===== config.mk =====
export PLATFORM = sky130hd
export DESIGN_NAME = cla_seq_adder_ctrl_flat
export DESIGN_NICKNAME = d
export VERILOG_FILES = /design/src/rtl/cla_pkg.sv /design/src/rtl/cla_seq_adder_ctrl_if.sv /design/src/rtl/cla_adder.sv /design/src/rtl/cla_seq_adder_ctrl.sv /design/src/flat_wrapper.sv
export SDC_FILE = /design/constraint.sdc
export NUM_CORES = 1
export LEC_CHECK = 0
export CORE_MARGIN = 3
export CORE_UTILIZATION = 40
export CTS_CLUSTER_DIAMETER = 60
export CTS_CLUSTER_SIZE = 30
export DETAILED_ROUTE_END_ITERATION = 7
export PLACE_DENSITY = 0.72
export SLEW_MARGIN = 20
export SYNTH_ARGS = -nofsm -noshare
export SYNTH_HDL_FRONTEND = slang
export SYNTH_HIERARCHICAL = 1
export SYNTH_SLANG_ARGS = --single-unit

===== constraint.sdc =====
create_clock -name clk -period 7.8 [get_ports clk]
set_input_delay 2.34 -clock clk [delete_from_list [all_inputs] [get_ports clk]]
set_output_delay 2.34 -clock clk [all_outputs]
set_load 0.05 [all_outputs]

===== src/rtl/cla_pkg.sv =====
// Shared types and constants for the nibble-serial CLA adder controller.
// Pure declarations; no logic, no latency, no flow control.
package cla_pkg;

  localparam int NIBBLE_W = 4;

  typedef enum logic [1:0] {
    IDLE = 2'd0,
    ADD  = 2'd1,
    DONE = 2'd2
  } state_e;

  // Nibble counter width; a single-nibble build still needs a 1-bit counter.
  function automatic int cnt_width(input int nib);
    return (nib > 1) ? $clog2(nib) : 1;
  endfunction

endpackage


===== src/rtl/cla_seq_adder_ctrl_if.sv =====
// Operand/result handshake bundle between producer, adder controller and consumer.
// Valid/ready on both sides; the slave modport is the adder controller.
interface cla_seq_adder_ctrl_if #(
  parameter int WIDTH = 16
);

  logic             in_valid;
  logic             in_ready;
  logic [WIDTH-1:0] a;
  logic [WIDTH-1:0] b;
  logic             cin;
  logic             out_valid;
  logic             out_ready;
  logic [WIDTH-1:0] sum;
  logic             cout;
  logic             ovf;
  logic             busy;

  modport slave (
    input  in_valid, a, b, cin, out_ready,
    output in_ready, out_valid, sum, cout, ovf, busy
  );

  modport master (
    output in_valid, a, b, cin, out_ready,
    input  in_ready, out_valid, sum, cout, ovf, busy
  );

endinterface


===== src/rtl/cla_adder.sv =====
// 4-bit carry-lookahead slice: purely combinational, zero latency.
// No flow control; all carries are flattened generate/propagate terms.
module cla_adder (
  input  logic [3:0] a_i,
  input  logic [3:0] b_i,
  input  logic       ci_i,
  output logic [3:0] sum_o,
  output logic       co_o
);

  logic [3:0] p;
  logic [3:0] g;
  logic [3:0] c;

  assign p = a_i ^ b_i;
  assign g = a_i & b_i;

  assign c[0] = ci_i;
  assign c[1] = g[0] | (p[0] & ci_i);
  assign c[2] = g[1] | (p[1] & g[0]) | (p[1] & p[0] & ci_i);
  assign c[3] = g[2] | (p[2] & g[1]) | (p[2] & p[1] & g[0])
              | (p[2] & p[1] & p[0] & ci_i);
  assign co_o = g[3] | (p[3] & g[2]) | (p[3] & p[2] & g[1])
              | (p[3] & p[2] & p[1] & g[0]) | (p[3] & p[2] & p[1] & p[0] & ci_i);

  assign sum_o = p ^ c;

endmodule


===== src/rtl/cla_seq_adder_ctrl.sv =====
// Nibble-serial WIDTH-bit adder reusing one CLA slice; result valid WIDTH/4 edges after accept.
// Accepts only in IDLE; holds result and stalls in DONE until out_ready.
module cla_seq_adder_ctrl
  import cla_pkg::*;
#(
  parameter int WIDTH = 16
) (
  input  logic                 clk,
  input  logic                 rst_n,
  cla_seq_adder_ctrl_if.slave  bus
);

  localparam int NIB = WIDTH / NIBBLE_W;
  localparam int CW  = cnt_width(NIB);
  localparam logic [CW-1:0] LAST = CW'(NIB - 1);

  state_e           state_q, state_d;
  logic [CW-1:0]    cnt_q;
  logic [WIDTH-1:0] a_q, b_q, sum_q;
  logic [WIDTH-1:0] sum_d;
  logic             carry_q;

  logic [NIBBLE_W-1:0] nib_a, nib_b, nib_sum;
  logic                nib_co;

  always_comb begin
    nib_a = '0;
    nib_b = '0;
    for (int n = 0; n < NIB; n++) begin
      if (cnt_q == CW'(n)) begin
        nib_a = a_q[n*NIBBLE_W +: NIBBLE_W];
        nib_b = b_q[n*NIBBLE_W +: NIBBLE_W];
      end
    end
  end

  cla_adder u_slice (
    .a_i   (nib_a),
    .b_i   (nib_b),
    .ci_i  (carry_q),
    .sum_o (nib_sum),
    .co_o  (nib_co)
  );

  // Merge the current nibble's sum into the accumulated result.
  always_comb begin
    sum_d = sum_q;
    for (int n = 0; n < NIB; n++) begin
      if (cnt_q == CW'(n)) begin
        sum_d[n*NIBBLE_W +: NIBBLE_W] = nib_sum;
      end
    end
  end

  always_comb begin
    state_d = state_q;
    case (state_q)
      IDLE:    if (bus.in_valid) state_d = ADD;
      ADD:     if (cnt_q == LAST) state_d = DONE;
      DONE:    if (bus.out_ready) state_d = IDLE;
      default: state_d = IDLE;
    endcase
  end

  always_ff @(posedge clk or negedge rst_n) begin
    if (!rst_n) begin
      state_q <= IDLE;
      cnt_q   <= '0;
      a_q     <= '0;
      b_q     <= '0;
      sum_q   <= '0;
      carry_q <= 1'b0;
    end else begin
      state_q <= state_d;
      case (state_q)
        IDLE: begin
          if (bus.in_valid) begin
            a_q     <= bus.a;
            b_q     <= bus.b;
            carry_q <= bus.cin;
            cnt_q   <= '0;
            sum_q   <= '0;
          end
        end
        ADD: begin
          sum_q   <= sum_d;
          carry_q <= nib_co;
          if (cnt_q != LAST) cnt_q <= cnt_q + 1'b1;
        end
        default: ;
      endcase
    end
  end

  assign bus.in_ready  = (state_q == IDLE);
  assign bus.out_valid = (state_q == DONE);
  assign bus.busy      = (state_q == ADD) || (state_q == DONE);
  assign bus.sum       = sum_q;
  assign bus.cout      = carry_q;
  assign bus.ovf       = (a_q[WIDTH-1] == b_q[WIDTH-1]) && (sum_q[WIDTH-1] != a_q[WIDTH-1]);

endmodule


===== src/flat_wrapper.sv =====
// flat-port wrapper written by rule: the top's interface ports become plain ports
module cla_seq_adder_ctrl_flat import cla_pkg::*;
#(
  parameter int WIDTH = 16
)
  (clk, rst_n, bus_in_valid, bus_a, bus_b, bus_cin, bus_out_ready, bus_in_ready, bus_out_valid, bus_sum, bus_cout, bus_ovf, bus_busy);
  cla_seq_adder_ctrl_if #(.WIDTH(WIDTH)) bus_i ();
  input  logic clk;
  input  logic rst_n;
  input wire logic [$bits(bus_i.in_valid)-1:0] bus_in_valid;
  input wire logic [$bits(bus_i.a)-1:0] bus_a;
  input wire logic [$bits(bus_i.b)-1:0] bus_b;
  input wire logic [$bits(bus_i.cin)-1:0] bus_cin;
  input wire logic [$bits(bus_i.out_ready)-1:0] bus_out_ready;
  output wire logic [$bits(bus_i.in_ready)-1:0] bus_in_ready;
  output wire logic [$bits(bus_i.out_valid)-1:0] bus_out_valid;
  output wire logic [$bits(bus_i.sum)-1:0] bus_sum;
  output wire logic [$bits(bus_i.cout)-1:0] bus_cout;
  output wire logic [$bits(bus_i.ovf)-1:0] bus_ovf;
  output wire logic [$bits(bus_i.busy)-1:0] bus_busy;
  assign bus_i.in_valid = bus_in_valid;
  assign bus_i.a = bus_a;
  assign bus_i.b = bus_b;
  assign bus_i.cin = bus_cin;
  assign bus_i.out_ready = bus_out_ready;
  assign bus_in_ready = bus_i.in_ready;
  assign bus_out_valid = bus_i.out_valid;
  assign bus_sum = bus_i.sum;
  assign bus_cout = bus_i.cout;
  assign bus_ovf = bus_i.ovf;
  assign bus_busy = bus_i.busy;
  cla_seq_adder_ctrl #(.WIDTH(WIDTH)) u_core (.clk(clk), .rst_n(rst_n), .bus(bus_i));
endmodule

==> impl_metrics.csv <==
group,metric,value,unit
sta,period_minus_slack,4.43,ns
route,drtIter0Drc,107,
synthesis,yosysUniqueCellTypes,37,
route,drt_first_pass_iters,4,
sta,timing.slew.headroom,35.5,%
worst_setup_path,cpMaxStageDelayCell,"clkdlybuf4s50_1",
route,drt-total-wl,6200,um
die,die_w,90.5,um
synthesis,synthTopCellsByArea,"dfrtp_1, mux2_2, ha_1",
die,rows,30,
synthesis,async_flop_share,100,%
route,vias,2120,
final_layout,syn2layout_area_growth,23.6,%
clock_network,htree_levels,2,
route,drtAntennaViolNets,0,
place,portBuffers,57,
final_layout,antenna_cells,0,
synthesis,syn_avg_cell_area,10.9,sq um
grt,antenna_found_initial,0,
synthesis,yosysTopAreaCellShare,46.4,%
worst_hold_path,hold_class,"reg2reg",
synthesis,syn_area,2860,sq um
flow_run,drv_cap,0,
worst_setup_path,critPathBufInv,1,
grt,grt_overflow_total,0,
worst_setup_path,path_delay_family,"buffers and inverters",
route,drc,0,
clock_network,cts_sinks,53,
synthesis,synth_top_cell_by_area,"dfrtp_1",
synthesis,synth-seq-cells,53,
clock_network,clk_path_buf_depth,2,
sta,fin_setup_tns,0,ns
sta,rsz0062_at_grt,"false",
synthesis,synth-edff-count,0,
clock_network,post_cts_buffers,0,
sta,setup_violations,0,
die,coreArea,6870,sq um
synthesis,yosysWarnings,6,
die,start_util,41.6,%
worst_setup_path,crit_chain,"or3_1 > o21ai_0 > clkdlybuf4s50_1",
synthesis,yosysMostFrequentCell,"dfrtp_1",
clock_network,hold_buffers,0,
final_layout,final_layout_size_suffix_gt1_share,14.6,%
status,outcome,"completed",
clock_network,cts_resized,0,
die,die-area,8200,sq um
clock_network,clkTransAtPathRegs,0.10,ns
clock_network,ctsRootBufferMaster,"clkbuf_8",
grt,grt_pass1_vias,2082,
grt,grt_pass1_wl,10400,um
synthesis,synth_ff_type,"dfrtp_1",
place,gp_congestion,0.791,
final_layout,final_util,51.4,%
final_layout,fill_cells,622,
worst_setup_path,start_kind,"flop",
clock_network,numCtsBuffers,5,
worst_setup_path,cp.required,5.46,ns
power_and_ir_drop,max-vdd-ir-drop,180,uV
synthesis,synth_commonest_cells,"dfrtp_1, mux2_2, a21oi_1",
die,die_height,90.5,um
place,place_hpwl,4250,um
power_and_ir_drop,leakagePower,1.53,nW
sta,maxSlewViolCount,0,
sta,min_period_over_period,56.8,%
synthesis,synth.net_count,312,
worst_setup_path,path_class,"reg2out",
route,wire_per_inst,15.3,um
power_and_ir_drop,power_density,456,nW/um^2
grt,grtUsageTotal,15.4,%
worst_setup_path,end_kind,"output port",
sta,clock_skew,0.00723,ns
worst_setup_path,arrival,2.09,ns
sta,tightest_slew,0.968,ns
worst_setup_path,cp_max_fo,4,
clock_network,tritoncts,"done",
sta,timing_hold_violations_final,0,
clock_network,clk_latency,0.31,ns
worst_setup_path,cp_slowest_stage_delay,0.87,ns
synthesis,ys_seq_area_share,46.4,%
final_layout,nets,359,
sta,clock.fmax,0.226,GHz
grt,grt_max_degree,54,
die,io_pins,58,
synthesis,syn_inst,262,
route,vias_per_cell,5.23,
## final cells by class
class	count	area, sq um	share of cell area (%)
sequential	53	1330	37.5
tap	96	120	3.40
clock inverter	2	35.0	0.992
multi-input combinational	172	1340	37.9
inverter	19	71.3	2.02
clock buffer	5	68.8	1.95
timing repair buffer	58	573	16.2
## state kept, by name, summed over array words and instances, names as in the netlist
signal,flops
u_core/b_q,16
u_core/bus.cout,1
u_core/cnt_q,2
u_core/state_q,2
u_core/a_q,16
u_core/bus.sum,16
## routing by layer
metal	part of all wire, %	track usage [%]	up-vias
li1	-	-	1027
met2	49	25.6	52
met5	0	0	-
met4	0.53	3.44	0
met3	5.0	3.17	3
met1	45	20.9	1038
## power by group
part	internal [mW]	switching [mW]	leakage, nW
sequential	0.393	0.0748	0.657
clock	0.0935	0.0891	0.0540
combinational	0.388	0.572	0.817
## cells by family after synthesis
family | after synthesis | synth area share, %
and+or+nand+nor | 42 | 7.83
AOI/OAI and AO/OA | 81 | 19.1
DFF | 53 | 46.4
muxes | 33 | 13.0
xor gates and xnor gates | 3 | 0.919
buffers and inverters | 37 | 6.78
adders and majority gates | 13 | 5.95
## cell usage in the layout, fill, tap and decap left out, types with 3 or more instances in the layout
cell type	count
a21o_1	3
a21oi_1	19
a22o_1	11
a31oi_1	15
clkbuf_8	5
clkdlybuf4s50_1	56
dfrtp_1	53
ha_1	12
inv_1	18
mux2_2	33
nand2_1	14
nand2b_1	4
nor2b_1	13
o21ai_0	11
o2bb2ai_1	13
## worst paths after layout
check / slack [ns] / cells past startpoint / from / end
min in group asynchronous: 2.13 / 2 / rst_n / u_core/bus.sum[2]
max in group asynchronous: 5.20 / 2 / rst_n / u_core/a_q[5]
setup reg to reg: 4.39 / 11 / u_core/cnt_q[1] / u_core/bus.sum[3]
setup / recovery: 3.37 / 3 / u_core/b_q[15] / bus_ovf
hold / removal: 0.51 / 1 / u_core/a_q[0] / u_core/a_q[0]
hold reg to reg: 0.51 / 1 / u_core/a_q[0] / u_core/a_q[0]
## through the flow
stage	power, mW	hold slack, ns	cells	setup WS [ns]	cell area, sq um
3_5_place_dp	1.43	0.493	398	3.55	3430
5_1_grt	1.73	0.534	405	3.29	3530
4_1_cts	1.62	0.516	405	3.36	3530
6_report	1.61	0.514	405	3.37	3530
3_3_place_gp	1.40	0.488	398	3.61	3430
2_1_floorplan	1.20	0.479	262	3.71	2860
(Power assumes the default switching activity.)
